**src/rtl/microwave_pkg.sv**
```systemverilog
// Shared definitions for the microwave cook-time controller.
// Holds the controller state encoding, the counter operation codes,
// the BCD digit limits and the key-validity check used on keypad entry.
package microwave_pkg;

  // Controller states.
  typedef enum logic [2:0] {
    IDLE  = 3'd0,
    ENTRY = 3'd1,
    COOK  = 3'd2,
    PAUSE = 3'd3,
    DONE  = 3'd4
  } state_t;

  // Operations the time counter can perform on a given clock edge.
  typedef enum logic [1:0] {
    OP_NONE  = 2'd0,
    OP_SHIFT = 2'd1,
    OP_CLEAR = 2'd2,
    OP_DEC   = 2'd3
  } cnt_op_t;

  localparam logic [3:0] DIGIT_MAX    = 4'd9;
  localparam logic [3:0] SEC_TENS_MAX = 4'd5;
  localparam logic [3:0] KEY_MAX      = 4'd9;

  // A key is usable only if it is a decimal digit and the current
  // seconds-ones digit can legally move into the seconds-tens slot.
  function automatic logic keyIsValid(input logic [3:0] d, input logic [3:0] secOnes);
    return (d <= KEY_MAX) && (secOnes <= SEC_TENS_MAX);
  endfunction

endpackage

```
**src/rtl/bcd_time_counter.sv**
```systemverilog
// Four-digit MM:SS BCD time register.
// Ports:
//   clk, rst        clock and synchronous active-high reset
//   op_i            operation for this edge: none, shift-in, clear, decrement
//   digit_i         BCD digit shifted into the seconds-ones position
//   min_tens_o ..   current time digits
//   sec_ones_o
//   is_zero_o       high when the time reads 00:00
module bcd_time_counter
  import microwave_pkg::*;
(
  input  logic       clk,
  input  logic       rst,
  input  cnt_op_t    op_i,
  input  logic [3:0] digit_i,
  output logic [3:0] min_tens_o,
  output logic [3:0] min_ones_o,
  output logic [3:0] sec_tens_o,
  output logic [3:0] sec_ones_o,
  output logic       is_zero_o
);

  logic [3:0] minTens_q, minOnes_q, secTens_q, secOnes_q;
  logic [3:0] minTens_d, minOnes_d, secTens_d, secOnes_d;
  logic       isZero;

  assign isZero = (minTens_q == 4'd0) && (minOnes_q == 4'd0) &&
                  (secTens_q == 4'd0) && (secOnes_q == 4'd0);

  // Next-time computation. Decrement ripples a borrow from the seconds
  // digits up to the minute tens; seconds-tens wraps to 5, the others to 9.
  // A decrement at 00:00 is suppressed so the time can never wrap to 99:59.
  always_comb begin
    minTens_d = minTens_q;
    minOnes_d = minOnes_q;
    secTens_d = secTens_q;
    secOnes_d = secOnes_q;
    case (op_i)
      OP_CLEAR: begin
        minTens_d = 4'd0;
        minOnes_d = 4'd0;
        secTens_d = 4'd0;
        secOnes_d = 4'd0;
      end
      OP_SHIFT: begin
        minTens_d = minOnes_q;
        minOnes_d = secTens_q;
        secTens_d = secOnes_q;
        secOnes_d = digit_i;
      end
      OP_DEC: begin
        if (!isZero) begin
          if (secOnes_q != 4'd0) begin
            secOnes_d = secOnes_q - 4'd1;
          end else begin
            secOnes_d = DIGIT_MAX;
            if (secTens_q != 4'd0) begin
              secTens_d = secTens_q - 4'd1;
            end else begin
              secTens_d = SEC_TENS_MAX;
              if (minOnes_q != 4'd0) begin
                minOnes_d = minOnes_q - 4'd1;
              end else begin
                minOnes_d = DIGIT_MAX;
                minTens_d = minTens_q - 4'd1;
              end
            end
          end
        end
      end
      default: begin
      end
    endcase
  end

  // Digit storage.
  always_ff @(posedge clk) begin
    if (rst) begin
      minTens_q <= 4'd0;
      minOnes_q <= 4'd0;
      secTens_q <= 4'd0;
      secOnes_q <= 4'd0;
    end else begin
      minTens_q <= minTens_d;
      minOnes_q <= minOnes_d;
      secTens_q <= secTens_d;
      secOnes_q <= secOnes_d;
    end
  end

  assign min_tens_o = minTens_q;
  assign min_ones_o = minOnes_q;
  assign sec_tens_o = secTens_q;
  assign sec_ones_o = secOnes_q;
  assign is_zero_o  = isZero;

endmodule

```
**src/rtl/microwave_ctrl.sv**
```systemverilog
// Microwave cook-time entry and countdown controller.
// Ports:
//   clk, rst          clock and synchronous active-high reset
//   D, loadn          keypad digit and active-low key strobe from the encoder
//   tick_1hz          one-cycle strobe per second
//   start, stop       one-cycle debounced button strobes
//   door_closed       door interlock level, 1 = closed
//   min_tens..sec_ones remaining/displayed time in BCD
//   mag_on            magnetron enable
//   enablen           keypad lock to the encoder, 1 = locked
//   done              cook-complete indicator
module microwave_ctrl
  import microwave_pkg::*;
(
  input  logic       clk,
  input  logic       rst,
  input  logic [3:0] D,
  input  logic       loadn,
  input  logic       tick_1hz,
  input  logic       start,
  input  logic       stop,
  input  logic       door_closed,
  output logic [3:0] min_tens,
  output logic [3:0] min_ones,
  output logic [3:0] sec_tens,
  output logic [3:0] sec_ones,
  output logic       mag_on,
  output logic       enablen,
  output logic       done
);

  state_t     state_q, state_d;
  cnt_op_t    cntOp;
  logic       loadn_q, loadnDly_q;
  logic [3:0] d_q;
  logic       doorPrev_q;
  logic       magOn_q, enablen_q, done_q;
  logic       isZero, atOne, keyEdge, keyAccept, doorFall;

  // Input capture: loadn and D are registered together so the digit stays
  // attached to its strobe; a second loadn stage gives the falling edge, so
  // holding the key down produces exactly one accepted key. The door level
  // is kept one cycle back to spot it opening while in DONE.
  always_ff @(posedge clk) begin
    if (rst) begin
      loadn_q    <= 1'b1;
      loadnDly_q <= 1'b1;
      d_q        <= 4'd0;
      doorPrev_q <= 1'b0;
    end else begin
      loadn_q    <= loadn;
      loadnDly_q <= loadn_q;
      d_q        <= D;
      doorPrev_q <= door_closed;
    end
  end

  assign keyEdge   = loadnDly_q & ~loadn_q;
  assign keyAccept = keyEdge && keyIsValid(d_q, sec_ones);
  assign doorFall  = doorPrev_q & ~door_closed;
  assign atOne     = (min_tens == 4'd0) && (min_ones == 4'd0) &&
                     (sec_tens == 4'd0) && (sec_ones == 4'd1);

  bcd_time_counter u_time (
    .clk        (clk),
    .rst        (rst),
    .op_i       (cntOp),
    .digit_i    (d_q),
    .min_tens_o (min_tens),
    .min_ones_o (min_ones),
    .sec_tens_o (sec_tens),
    .sec_ones_o (sec_ones),
    .is_zero_o  (isZero)
  );

  // Next-state and counter-operation decode. Within each state the events
  // are tested in the order stop, door open, start, tick, key, so a
  // higher-priority event in the same cycle masks the lower ones.
  always_comb begin
    state_d = state_q;
    cntOp   = OP_NONE;
    case (state_q)
      IDLE: begin
        if (stop) begin
          cntOp = OP_CLEAR;
        end else if (keyAccept && !start) begin
          cntOp   = OP_SHIFT;
          state_d = ENTRY;
        end
      end
      ENTRY: begin
        if (stop) begin
          cntOp   = OP_CLEAR;
          state_d = IDLE;
        end else if (start) begin
          if (door_closed && !isZero) begin
            state_d = COOK;
          end
        end else if (keyAccept) begin
          cntOp = OP_SHIFT;
        end
      end
      COOK: begin
        if (stop || !door_closed) begin
          state_d = PAUSE;
        end else if (tick_1hz) begin
          cntOp = OP_DEC;
          if (atOne) begin
            state_d = DONE;
          end
        end
      end
      PAUSE: begin
        if (stop) begin
          cntOp   = OP_CLEAR;
          state_d = IDLE;
        end else if (start && door_closed) begin
          state_d = COOK;
        end
      end
      DONE: begin
        if (stop || doorFall) begin
          cntOp   = OP_CLEAR;
          state_d = IDLE;
        end else if (keyAccept && !start) begin
          cntOp   = OP_SHIFT;
          state_d = ENTRY;
        end
      end
      default: begin
        cntOp   = OP_CLEAR;
        state_d = IDLE;
      end
    endcase
  end

  // State register plus registered outputs decoded from the next state, so
  // the outputs change on the same edge as the state they describe.
  always_ff @(posedge clk) begin
    if (rst) begin
      state_q   <= IDLE;
      magOn_q   <= 1'b0;
      enablen_q <= 1'b0;
      done_q    <= 1'b0;
    end else begin
      state_q   <= state_d;
      magOn_q   <= (state_d == COOK);
      enablen_q <= (state_d == COOK) || (state_d == PAUSE);
      done_q    <= (state_d == DONE);
    end
  end

  assign mag_on  = magOn_q;
  assign enablen = enablen_q;
  assign done    = done_q;

endmodule
```
**config.mk**
```make
export PLATFORM = sky130hd
export DESIGN_NAME = microwave_ctrl
export DESIGN_NICKNAME = d
export VERILOG_FILES = /design/src/rtl/microwave_pkg.sv /design/src/rtl/bcd_time_counter.sv /design/src/rtl/microwave_ctrl.sv
export SDC_FILE = /design/constraint.sdc
export NUM_CORES = 1
export LEC_CHECK = 0
export ABC_CLOCK_PERIOD_IN_PS = 3300
export CORE_ASPECT_RATIO = 1.25
export CORE_MARGIN = 5
export CORE_UTILIZATION = 52
export DETAILED_ROUTE_END_ITERATION = 10
export GPL_TIMING_DRIVEN = 0
export PLACE_DENSITY = 0.79
export SYNTH_ARGS = -nofsm -noshare
export SYNTH_HDL_FRONTEND = slang
export SYNTH_SLANG_ARGS = --single-unit
```
**constraint.sdc**
```tcl
create_clock -name clk -period 3.3 [get_ports clk]
set_clock_uncertainty 0.05 [all_clocks]
set_input_delay 0.495 -clock clk [delete_from_list [all_inputs] [get_ports clk]]
set_output_delay 0.495 -clock clk [all_outputs]
set_load 0.02 [all_outputs]
```
==> reports/results.tsv <==
metric	value	unit
rsz0062_at_grt	no	
cts_buffers	5	
dp.cells	269	
core_area	0.00322	mm^2
cap_violations	0	
wl	4.33	mm
path_clk_slew	0.06	ns
post_drt_via_cell_ratio	6.21	
busiest_layer	met2	
critPathArrivalTime	2.89	ns
dr.pass1.iters	4	
layout-drive-gt1-share	10.8	%
slowest_delay	0.54	ns
cts_tree	built	
startpoint_type	flip-flop	
yosys.area.top_type	dfxtp_1	
synth.area.top_cells	dfxtp_1 34%, a21oi_1 4.6%, nor2b_1 3.6%	
hold_violations	0	
postLayoutCellArea	0.00216	mm^2
setup-tns-final	0	ns
use_met2	33.9	%
cts.path.max_buffers	2	
maxSlewViolCount	0	
syn_area	0.00173	mm^2
required	3.41	ns
io_buffers	28	
crit_fanout	6	
drt_first_iter_violations	117	
ios	30	
worst_ir_drop_vdd	0.000424	V
antenna_found_initial	0	
grt_use_total	20.4	%
drc	0	
nets	254	
syn_nets	219	
grt_max_degree	11	
n_fill_cell	265	
grt_pass1_wl	6.94	mm
htree_levels	2	
numClockSinks	29	
clk_latency	0.28	ns
worstPathCellList	inv_1, ha_1, nor3b_1, nand4bb_1, mux2i_1, a22o_4, mux2_1	
root_buffer	clkbuf_8	
cts_setup_buffers	0	
fin_crit_sh	84.1	%
hold_buffers	0	
synthTopCellsByCount	29 x dfxtp_1, 16 x a21oi_1, 12 x nand2_1, 12 x nand3_1, 11 x nor2_1	
place_congestion	0.952	
powerDensity	367	mW/mm^2
num_vias	1720	
yosysMostFrequentCell	dfxtp_1	
postSynthCellCount	204	
leakage	0.796	nW
grt_util_met3	4.86	%
synthArstFlopShare	0	%
worstSetupPathType	flip-flop to flip-flop	
fmax	0.360	GHz
critPathCaptureType	flip-flop	
yosys_warnings	0	
fin_util	67.0	%
ys.flop_type	dfxtp_1	
wire_per_inst	15.6	um
synth-edff-count	0	
use_met1	24.6	%
grt_pass1_vias	1559	
cpMaxStageDelayCell	nor3b_1	
relSlewSlack	48.2	%
path_buf_inv	1	
hold_class	flip-flop to flip-flop	
synth_top_cell_area_share	33.5	%
min_period	2.78	ns
grt_overflow_total	0	
start_util	53.7	%
setup_violations	0	
final_antenna_net_count	0	
diodes	0	
status	finished, final reports clean	
rows	23	
synth-seq-cells	29	
worstMarginPinSlew	0.771	ns
critPathTopFamily	simple AND/OR/NAND/NOR gates	
die_height	74.5	um
dp_hpwl	3.28	mm
die_area	0.00459	mm^2
die_x	61.6	um
area_delta_synth_final	24.7	%
post_cts_resized	0	
avgSynthCellArea	8.49	um^2
ys_types	59	
instances_no_fill	277	
place_area	0.00206	mm^2
yosysSeqAreaShare	33.5	%
stage by stage:
stage	hold WS, ns	power [mW]	setup slack, ns
after detailed placement	0.382	0.480	0.403
final	0.393	0.793	0.525
after global placement	0.376	0.479	0.399
after global routing	0.427	0.827	0.344
after CTS	0.397	0.801	0.579
after floorplan	0.368	0.442	0.869
final timing paths:
path / cells past startpoint / slack (ns) / startpoint / endpoint
worst max-delay path: 7 / 0.52 / u_time.sec_ones_o[1] / u_time.sec_tens_o[0]
worst min-delay path: 1 / 0.39 / loadn_q / loadnDly_q
worst max register to register: 7 / 0.52 / u_time.sec_ones_o[1] / u_time.sec_tens_o[0]
worst min register to register: 1 / 0.39 / loadn_q / loadnDly_q
power breakdown:
part	switching (mW)	total, mW	internal, mW
combinational	0.0598	0.108	0.0480
sequential	0.00759	0.367	0.359
clock	0.131	0.319	0.188
total	0.198	0.793	0.595
metal layers:
metal,part of all wire (%),wire length [um]
met5,0,0
met4,2.8,121
met3,4.3,188
met2,50,2190
met1,42,1840
cell families (layout without fill, tap and decap cells):
kind of cell / count (synthesis) / count (layout) / share of synthesized area, %
adder cells (fa/ha/maj): 4 / 4 / 2.89
buffers and inverters: 21 / 57 / 4.91
multiplexers: 5 / 5 / 2.96
XOR/XNOR: 2 / 2 / 1.01
flip-flops: 29 / 29 / 33.5
AND/OR/NAND/NOR: 83 / 83 / 27.7
AO/OA/AOI/OAI: 60 / 60 / 27.0
flip-flops by register name (all words and copies together), names as in the netlist, 3 cells and up:
register,cells
u_time.sec_ones_o,4
d_q,4
u_time.min_tens_o,4
u_time.sec_tens_o,4
u_time.min_ones_o,4
state_q,3
cell usage in the layout (no fill, tap or decap), types with 3 or more instances in the layout:
cell and count:
a31oi_1 3, or2_2 3, nand2_1 12, or3b_2 4, buf_2 4, nor2_1 11
clkbuf_1 6, or3_1 3, a21oi_1 16, o211ai_1 3, clkbuf_8 7, nor2b_1 10
mux2i_1 4, ha_1 4, dfxtp_1 29, o311a_1 3, nand3b_1 3, o21ai_0 4
nor3_1 5, a311oi_1 4, nor4_1 3, nand3_1 12, inv_1 10, nor3b_1 3
clkdlybuf4s50_1 28, o31ai_1 3
area by class of cell:
| cell class | count | area [um^2] | share of cell area (%) |
|---|---|---|---|
| timing repair buffer | 28 | 280 | 13.0 |
| clock inverter | 1 | 5.00 | 0.232 |
| inverter | 10 | 37.5 | 1.74 |
| tap | 37 | 46.3 | 2.14 |
| multi-input combinational | 154 | 1070 | 49.4 |
| sequential | 29 | 581 | 26.9 |
| buffer | 11 | 47.5 | 2.20 |
| clock buffer | 7 | 96.3 | 4.46 |
Power figures use the tool's default switching activity.
